### src/rtl/core_pkg.sv
// Shared definitions for the write-back completion queue: extend-select
// encodings and the per-entry control word.
package core_pkg;

   localparam logic [2:0] WB_SX_BP  = 3'd0;
   localparam logic [2:0] WB_SX_UB  = 3'd1;
   localparam logic [2:0] WB_SX_B   = 3'd2;
   localparam logic [2:0] WB_SX_UH  = 3'd3;
   localparam logic [2:0] WB_SX_H   = 3'd4;
   localparam logic [2:0] WB_SX_IMM = 3'd5;
   localparam logic [2:0] WB_SX_PC  = 3'd6;

   // Fixed-width control part of a queue entry; rd, addr_lo and value are
   // held in parameter-sized arrays next to it.
   typedef struct packed {
      logic       we;
      logic [2:0] sx_op;
      logic       is_load;
      logic       rdy;
   } wb_ctl_t;

endpackage

### src/rtl/core_wb_ext.sv
// Combinational align and sign/zero extension of a write-back value.
module core_wb_ext
   import core_pkg::*;
#(
   parameter int XLEN = 32
) (
   input  logic [XLEN-1:0]              val_i,
   input  logic [2:0]                   sx_op_i,
   input  logic [$clog2(XLEN/8)-1:0]    addr_lo_i,
   output logic [XLEN-1:0]              ext_o
);

   localparam int ALW = $clog2(XLEN/8);

   logic [ALW-1:0]  half_lo;
   logic [XLEN-1:0] sh_b;
   logic [XLEN-1:0] sh_h;
   logic [7:0]      byte_v;
   logic [15:0]     half_v;

   // Halfword selection ignores the byte bit of the offset.
   assign half_lo = {addr_lo_i[ALW-1:1], 1'b0};
   assign sh_b    = val_i >> {addr_lo_i, 3'b000};
   assign sh_h    = val_i >> {half_lo, 3'b000};
   assign byte_v  = sh_b[7:0];
   assign half_v  = sh_h[15:0];

   // Pick the extension according to the select code; unknown codes give 0.
   always_comb begin
      ext_o = '0;
      case (sx_op_i)
         WB_SX_BP, WB_SX_IMM, WB_SX_PC: ext_o = val_i;
         WB_SX_UB: ext_o = {{(XLEN-8){1'b0}}, byte_v};
         WB_SX_B:  ext_o = {{(XLEN-8){byte_v[7]}}, byte_v};
         WB_SX_UH: ext_o = {{(XLEN-16){1'b0}}, half_v};
         WB_SX_H:  ext_o = {{(XLEN-16){half_v[15]}}, half_v};
         default:  ext_o = '0;
      endcase
   end

endmodule

### src/rtl/core_wb_q.sv
// Write-back stage with an in-order completion queue. Instructions are held
// in program order until their result is known; load data arrives as in-order
// acks. One entry retires per cycle. An empty queue passes a ready result
// straight to the output registers so ALU ops still write one cycle later.
module core_wb_q
   import core_pkg::*;
#(
   parameter int XLEN  = 32,
   parameter int DEPTH = 4,
   parameter int REGW  = 5
) (
   input  logic                         clk,
   input  logic                         rst_n,
   input  logic                         wb_valid_in,
   output logic                         wb_ready_out,
   input  logic                         wb_mux_alu_mem_in,
   input  logic                         wb_we_reg_file_in,
   input  logic [2:0]                   wb_sx_op_in,
   input  logic [$clog2(XLEN/8)-1:0]    wb_addr_lo_in,
   input  logic [REGW-1:0]              wb_rd_in,
   input  logic [XLEN-1:0]              wb_alu_result_in,
   input  logic [XLEN-1:0]              wb_sx_imm_in,
   input  logic [XLEN-1:0]              wb_pc_4_in,
   input  logic                         wb_mem_ack_in,
   input  logic [XLEN-1:0]              wb_mem_data_in,
   output logic                         wb_we_reg_file_out,
   output logic [REGW-1:0]              wb_rd_out,
   output logic [XLEN-1:0]              wb_data_out,
   output logic                         wb_stall_out,
   output logic [(1<<REGW)-1:0]         wb2haz_pend_out,
   output logic                         wb_ack_err_out
);

   localparam int         ALW  = $clog2(XLEN/8);
   localparam int         PW   = $clog2(DEPTH);
   localparam logic [PW:0] FULL = (PW+1)'(DEPTH);

   wb_ctl_t         ctl_q     [DEPTH];
   logic [REGW-1:0] ent_rd_q  [DEPTH];
   logic [ALW-1:0]  ent_lo_q  [DEPTH];
   logic [XLEN-1:0] ent_val_q [DEPTH];

   logic [PW-1:0]   head_q, tail_q;
   logic [PW:0]     count_q;

   logic            we_out_q;
   logic [REGW-1:0] rd_out_q;
   logic [XLEN-1:0] data_out_q;
   logic            err_q;

   logic            accept, in_load;
   logic [XLEN-1:0] in_val;
   logic            ld_hit;
   logic [PW-1:0]   ld_idx, scan_idx;
   logic            ack_old, ack_new, ack_err;
   wb_ctl_t         push_ctl;
   logic [XLEN-1:0] push_val;
   logic            h_valid, h_rdy, h_we;
   logic [2:0]      h_sx;
   logic [REGW-1:0] h_rd;
   logic [ALW-1:0]  h_lo;
   logic [XLEN-1:0] h_val;
   logic [XLEN-1:0] ext_v;
   logic            retire, bypass, push, pop;
   logic [PW-1:0]   pend_idx;
   logic [(1<<REGW)-1:0] pend;

   assign wb_ready_out       = (count_q < FULL);
   assign wb_stall_out       = ~wb_ready_out;
   assign wb_we_reg_file_out = we_out_q;
   assign wb_rd_out          = rd_out_q;
   assign wb_data_out        = data_out_q;
   assign wb_ack_err_out     = err_q;
   assign wb2haz_pend_out    = pend;

   assign accept  = wb_valid_in && wb_ready_out;
   assign in_load = ~wb_mux_alu_mem_in;

   // Find the oldest queued load still waiting for data (lowest offset wins).
   always_comb begin
      ld_hit   = 1'b0;
      ld_idx   = head_q;
      scan_idx = head_q;
      for (int i = DEPTH-1; i >= 0; i--) begin
         scan_idx = head_q + PW'(i);
         if (((PW+1)'(i) < count_q) && ctl_q[scan_idx].is_load && !ctl_q[scan_idx].rdy) begin
            ld_hit = 1'b1;
            ld_idx = scan_idx;
         end
      end
   end

   // An ack goes to a queued load first; only with none waiting can it
   // complete a load being accepted in the same cycle.
   assign ack_old = wb_mem_ack_in && ld_hit;
   assign ack_new = wb_mem_ack_in && !ld_hit && accept && in_load;
   assign ack_err = wb_mem_ack_in && !ld_hit && !ack_new;

   // Build the incoming entry; IMM and PC results are captured here.
   always_comb begin
      in_val = wb_alu_result_in;
      if (wb_sx_op_in == WB_SX_IMM) in_val = wb_sx_imm_in;
      else if (wb_sx_op_in == WB_SX_PC) in_val = wb_pc_4_in;
      push_ctl.we      = wb_we_reg_file_in;
      push_ctl.sx_op   = wb_sx_op_in;
      push_ctl.is_load = in_load;
      push_ctl.rdy     = !in_load || ack_new;
      push_val         = ack_new ? wb_mem_data_in : in_val;
   end

   // Retire candidate: queue head, or the incoming entry when the queue is empty.
   always_comb begin
      h_valid = 1'b0;
      h_rdy   = 1'b0;
      h_we    = 1'b0;
      h_sx    = WB_SX_BP;
      h_rd    = '0;
      h_lo    = '0;
      h_val   = '0;
      if (count_q != '0) begin
         h_valid = 1'b1;
         h_we    = ctl_q[head_q].we;
         h_sx    = ctl_q[head_q].sx_op;
         h_rd    = ent_rd_q[head_q];
         h_lo    = ent_lo_q[head_q];
         h_val   = ent_val_q[head_q];
         h_rdy   = ctl_q[head_q].rdy;
         if (ack_old && (ld_idx == head_q)) begin
            h_rdy = 1'b1;
            h_val = wb_mem_data_in;
         end
      end else begin
         h_valid = accept;
         h_we    = wb_we_reg_file_in;
         h_sx    = wb_sx_op_in;
         h_rd    = wb_rd_in;
         h_lo    = wb_addr_lo_in;
         h_val   = push_val;
         h_rdy   = push_ctl.rdy;
      end
   end

   assign retire = h_valid && h_rdy;
   assign bypass = retire && (count_q == '0);
   assign push   = accept && !bypass;
   assign pop    = retire && (count_q != '0);

   core_wb_ext #(.XLEN(XLEN)) u_ext (
      .val_i     (h_val),
      .sx_op_i   (h_sx),
      .addr_lo_i (h_lo),
      .ext_o     (ext_v)
   );

   // Hazard view: every queued entry that will still write a nonzero rd.
   always_comb begin
      pend     = '0;
      pend_idx = head_q;
      for (int i = 0; i < DEPTH; i++) begin
         pend_idx = head_q + PW'(i);
         if (((PW+1)'(i) < count_q) && ctl_q[pend_idx].we && (ent_rd_q[pend_idx] != '0))
            pend[ent_rd_q[pend_idx]] = 1'b1;
      end
   end

   // Queue storage, pointers, count and registered write-back outputs.
   always_ff @(posedge clk) begin
      if (rst_n) begin
         head_q     <= '0;
         tail_q     <= '0;
         count_q    <= '0;
         we_out_q   <= 1'b0;
         rd_out_q   <= '0;
         data_out_q <= '0;
         err_q      <= 1'b0;
         for (int i = 0; i < DEPTH; i++) ctl_q[i] <= '0;
      end else begin
         if (push) begin
            ctl_q[tail_q]     <= push_ctl;
            ent_rd_q[tail_q]  <= wb_rd_in;
            ent_lo_q[tail_q]  <= wb_addr_lo_in;
            ent_val_q[tail_q] <= push_val;
            tail_q            <= tail_q + PW'(1);
         end
         if (ack_old) begin
            ctl_q[ld_idx].rdy <= 1'b1;
            ent_val_q[ld_idx] <= wb_mem_data_in;
         end
         if (pop) head_q <= head_q + PW'(1);
         case ({push, pop})
            2'b10:   count_q <= count_q + (PW+1)'(1);
            2'b01:   count_q <= count_q - (PW+1)'(1);
            default: count_q <= count_q;
         endcase
         we_out_q <= retire && h_we;
         if (retire) begin
            rd_out_q   <= h_rd;
            data_out_q <= ext_v;
         end
         err_q <= ack_err;
      end
   end

endmodule

### config.mk
export PLATFORM = sky130hd
export DESIGN_NAME = core_wb_q
export DESIGN_NICKNAME = d
export VERILOG_FILES = /design/src/rtl/core_pkg.sv /design/src/rtl/core_wb_ext.sv /design/src/rtl/core_wb_q.sv
export SDC_FILE = /design/constraint.sdc
export NUM_CORES = 1
export LEC_CHECK = 0
export CORE_MARGIN = 5
export CORE_UTILIZATION = 45
export CTS_CLUSTER_DIAMETER = 120
export DETAILED_ROUTE_END_ITERATION = 6
export HOLD_SLACK_MARGIN = 0.1
export PLACE_DENSITY = 0.71
export SETUP_SLACK_MARGIN = 0.05
export SYNTH_ARGS = -nofsm -noshare
export SYNTH_HDL_FRONTEND = slang
export SYNTH_SLANG_ARGS = --single-unit
export TNS_END_PERCENT = 1
### constraint.sdc
create_clock -name clk -period 4.9 [get_ports clk]
set_input_delay 0.98 -clock clk [delete_from_list [all_inputs] [get_ports clk]]
set_output_delay 0.98 -clock clk [all_outputs]
set_load 0.1 [all_outputs]
# After elaboration in Yosys (flattened, before gate mapping)
# Memories as Yosys holds them, arrays and structs flattened. A register that Yosys moved wholly into a read port is not among the register bits.
# Cells that the tools add are included.
# totals
inputBits,144
n_memories,4
wordCells,155
regBits,46
mem_bits_rw,180
# classes
n_shift,2
magnitude_cmp,13
n_addsub,6
reduce_logical,51
bitwise_logic,5
n_mux,56
n_eq_ne,11
# memory_table
memory,depth,word_bits,rd,rd_ports_with_merged_regs,write_ports,line,text
ent_val_q,4,32,1,1,2,core_wb_q.sv:41,logic [XLEN-1:0] ent_val_q [DEPTH];
ctl_q,4,6,4,1,4,core_wb_q.sv:38,wb_ctl_t ctl_q [DEPTH];
ent_rd_q,4,5,4,1,1,core_wb_q.sv:39,logic [REGW-1:0] ent_rd_q [DEPTH];
ent_lo_q,4,2,1,1,1,core_wb_q.sv:40,logic [ALW-1:0] ent_lo_q [DEPTH];
# ops
op,count
$mux 32,9
$pmux 32 s5,1
$or 32x32->32,3
$logic_and 1x1->1,32
$mux 2,16
$shr 32x5->16,1
$shr 32x5->8,1
$lt 5x6->1 const B,4
$mux 1,21
$demux 1 s5,4
$ge 5x1->1 const B,4
$reduce_bool 5->1,4
$eq 3x3->1 const B,5
$mux 6,2
$reduce_or 6->1,2
$logic_not 1->1,7
$eq 3x2->1 const B,2
$logic_not 3->1,2
$lt 1x3->1 const A,2
$lt 2x3->1 const A,2
$pmux 3 s2,1
$mux 5,1
$add 2x1->2 const B,2
$add 2x2->2 const B,2
other kinds (13),14

# Depth between registers and ports, before layout
# An unclocked memory read counts as a cell.
# logic_depth
ltp_word,23
depth_mapped,13
mapped_depth_nobuf,11

# Modules after synthesis
# Synthesis repeated with hierarchy kept, for this count alone.
# unflattened
hier_cells,1217
area_unflattened_um2,14087.3
# modules_own_cells
mod,cells_per_inst,n_inst,area_per_inst_um2,seq_area_each_um2
core_wb_q,1134,1,13364.1,6326.1
core_wb_ext,83,1,723.2,0.0

# Worst setup path after synthesis
# Ideal clock, no wire load.
# synth_path
kind,reg2out
startpoint,register count_q[2]
endpoint,output port wb2haz_pend_out[24]
path_slack_ns,-0.617
required_time_ns,3.920
path_stages_with_launch,7
t_arrival_ns,4.537
path_cell_list,dfxtp_1 > inv_1 > o21ai_0 > nand2_1 > nor2_1 > nand3_1 > o21ai_0
# synth_via
elab_chain_cells,10
# synth_rtl
item,line,text
start: declaration,core_wb_q.sv:44,logic [PW:0] count_q;
start signal: assignment,core_wb_q.sv:191,2'b10: count_q <= count_q + (PW+1)'(1);
start signal: assignment,core_wb_q.sv:192,2'b01: count_q <= count_q - (PW+1)'(1);
start signal: assignment,core_wb_q.sv:193,default: count_q <= count_q;
$lt 1x3->1,core_wb_q.sv:161,if (((PW+1)'(i) < count_q) && ctl_q[pend_idx].we && (ent_rd_q[pend_idx] != '0))
$logic_and 1x1->1 (2 in series),core_wb_q.sv:161,
$mux 32,core_wb_q.sv:161,
$or 32x32->32 (no line),--,
$mux 32,core_wb_q.sv:161,
$or 32x32->32 (no line),--,
$mux 32,core_wb_q.sv:161,
$or 32x32->32 (no line),--,
$mux 32 *,core_wb_q.sv:161,
end: declaration,core_wb_q.sv:30,"output logic [(1<<REGW)-1:0] wb2haz_pend_out,"
# Every way passes the cells marked *; elsewhere a longest branch is shown, timed or not.

==> run_results.csv <==
group,metric,value,unit
grt,overflow,0,
clock_network,cts_setup_buffers,0,
layout,fin_cells,1986,
timing,fmax,234,MHz
routing,routed-via-count,12268,
setup_path,crit_arrival,3.30,ns
setup_path,crit_path_cell_trace,"mux4_2 -> or3b_2 -> nor2_1 -> a222oi_1 -> o21ai_0 -> buf_4",
setup_path,worstSetupEndpointType,"primary output",
grt,grt_antenna_before_repair,4,
placement,gp_congestion,0.931,
setup_path,slowest_delay,0.84,ns
flow_run,cap_violations,0,
clock_network,clk_latency,0.52,ns
synthesis,synth.most_common_cell,"nand2_1",
synthesis,synth_top_area_share,37.0,%
placement,placedCellCount,1940,
grt,track_usage,25.4,%
timing,rsz0062_at_grt,"no",
timing,post-route-min-period,4.28,ns
power_and_ir_drop,p_per_area,541,nW/um^2
synthesis,synth-edff-count,176,
timing,finalCritPeriodShare,87.3,%
routing,drc,0,
routing,drtIter0Drc,1203,
setup_path,critical-path-slowest-cell,"dfxtp_2",
grt,grt_pass1_vias,12142,
synthesis,synth-compound-area-share,16.0,%
placement,dpl.hpwl,33400,um
hold_path,hold_path_class,"flop to flop",
routing,final_antenna_net_count,0,
synthesis,synth-seq-area-share,44.3,%
synthesis,syn_nets,1523,
clock_network,clock_tree.buffer_depth,3,
timing,maxSlewHeadroom,33.0,%
clock_network,cts-buffers-inserted,25,
synthesis,synthAdderAreaFrac,0.859,%
setup_path,critPathRequiredTime,3.92,ns
setup_path,start_kind,"flop",
floorplanning,io_pins,217,
synthesis,synth_area_per_cell,10.4,sq um
synthesis,synth_simple_gate_area_share,14.4,%
timing,setup_viol,0,
floorplanning,die-area,35400,sq um
layout,layout.nets,1718,
power_and_ir_drop,ir_drop,390,uV
routing,dr.pass1.iters,5,
setup_path,critPathKind,"flop to primary output",
timing,tightestPinTransition,1.00,ns
floorplanning,core_region_area,31400,sq um
synthesis,postSynthCellCount,1370,
clock_network,cts_hold_repair.buffers,0,
clock_network,cts_resized,0,
routing,wl_per_cell,23.3,um
synthesis,synth_top_family_by_area,"multiplexers",
timing,skew,0.0144,ns
synthesis,ys_warn_count,0,
synthesis,yosys-top-cells-count,"181 x nand2_1, 176 x edfxtp_1, 136 x nor2_1, 87 x a21oi_1, 60 x mux2_1",
placement,place.port_buffers,215,
layout,area_growth,24.4,%
placement,dp_slack,0.589,ns
clock_network,cts_root_buf,"clkbuf_16",
clock_network,clk_pin_slew,0.06,ns
timing,final-hold-violation-count,0,
setup_path,critical_path.top_delay_family,"simple AND/OR/NAND/NOR gates",
synthesis,async_flop_share,0,%
synthesis,synth_xor_area_share,0.491,%
timing,drv_slew,0,
timing,final.setup.worst_slack,0.622,ns
synthesis,yosys-top-cells-area,"edfxtp_1 37%, mux4_2 8.5%, dfxtp_1 7.3%",
floorplanning,num_rows,65,
synthesis,yosys.cell_types.count,70,
grt,grt_pass1_wl,71100,um
clock_network,cts.sinks,228,
floorplanning,initial_core_util,45.5,%
routing,via_per_inst,6.18,
grt,grt_max_degree,49,
layout,drive_gt1_share,16.0,%
setup_path,worst-path-max-fanout,21,
synthesis,post_synth_mux_area_share,20.5,%
clock_network,htreeDepth,1,
run_status,status,"finished clean",
clock_network,cts_tree,"yes",
synthesis,yosysTopAreaCell,"edfxtp_1",
synthesis,synth-seq-cells,228,
routing,wirelength,46300,um
synthesis,syn-cell-area,14300,sq um
floorplanning,die_h,188,um
power_and_ir_drop,p_leak,6.24,nW
synthesis,synth-main-ff-cell,"edfxtp_1",
setup_path,critical_path_buf_inv_count,1,
floorplanning,dieWidth,188,um
## final cells by class
cell class              instances  area [sq um]
fillers                      2708         13600
diodes                          1          2.50
clock buffers                  30           654
repair buffers                258          2490
multi-input cells            1024          7490
flip-flops and latches        228          6330
well taps                     402           503
inverters                      28           105
clock inverters                15           166
## per-stage QoR
stage               setup TNS, ns  total power [mW]  utilization [%]  cell area, sq um  hold WS (ns)
finish                          0              9.59             56.5             17700         0.459
global route                    0              10.0             56.5             17700         0.478
CTS                             0              9.60             56.5             17700         0.459
detailed placement              0              7.69             53.9             16900         0.451
global placement                0              7.65             53.9             16900         0.448
floorplan                   -4.73              6.18                -             14300         0.526
## power breakdown
part / internal (mW) / switching [mW] / leakage (nW)
combinational: 1.65 / 3.36 / 3.79
clock: 1.12 / 0.773 / 0.402
sequential: 2.47 / 0.221 / 2.05
## cells in the final DEF, fill, tap and decap left out, types with 27 or more instances in the layout
cell	netlist	routed
nand2_1	181	181
mux4_2	54	54
mux2i_1	44	44
a31oi_1	28	28
a21oi_1	87	87
o21ai_0	46	46
mux2_1	60	60
dfxtp_1	52	50
edfxtp_1	176	176
mux2_2	53	53
clkdlybuf4s50_1	0	183
nor2_1	136	135
and2_1	27	27
o221ai_1	29	29
inv_1	28	28
buf_4	5	66
## flip-flops by register name, indices dropped and copies added, names as in the netlist, named ones only
name                cells
count_q                 3
ctl_q                  24
ent_lo_q                8
ent_rd_q               20
ent_val_q             128
head_q                  2
tail_q                  2
wb_ack_err_out          1
wb_data_out            32
wb_rd_out               5
wb_we_reg_file_out      1
## final timing paths
path / startpoint / to / slack, ns / cells past startpoint
max: flop / wb2haz_pend_out[11] / 0.62 / 6
max reg2reg: flop / ent_val_q[3][4]$_DFFE_PP_ / 0.80 / 9
min: wb_rd_out[0]$_SDFFE_PP0N_ / wb_rd_out[0]$_SDFFE_PP0N_ / 0.46 / 2
min reg2reg: wb_rd_out[0]$_SDFFE_PP0N_ / wb_rd_out[0]$_SDFFE_PP0N_ / 0.46 / 2
## kinds of logic (layout without fill, tap and decap cells)
group / count (synthesis) / after routing
AND/OR/NAND/NOR: 457 / 457
other: 1 / 2
buffers and inverters: 118 / 331
XOR/XNOR: 8 / 8
multiplexers: 211 / 211
adder cells (fa/ha/maj): 10 / 10
AO/OA/AOI/OAI: 337 / 337
flip-flops: 228 / 228
## tightest hold or removal path, cell delays in order (launching register included)
cell,delay (ns)
dfxtp_1,0.31
nand2_1,0.05
a21oi_1,0.05
## routing by layer
layer	track usage (%)	up-vias	routed length (um)
li1	-	5636	-
met1	32.2	5932	17800
met2	43.1	583	22600
met3	3.89	111	3410
met4	11.2	6	2400
met5	0	-	46
(Power assumes the default switching activity.)
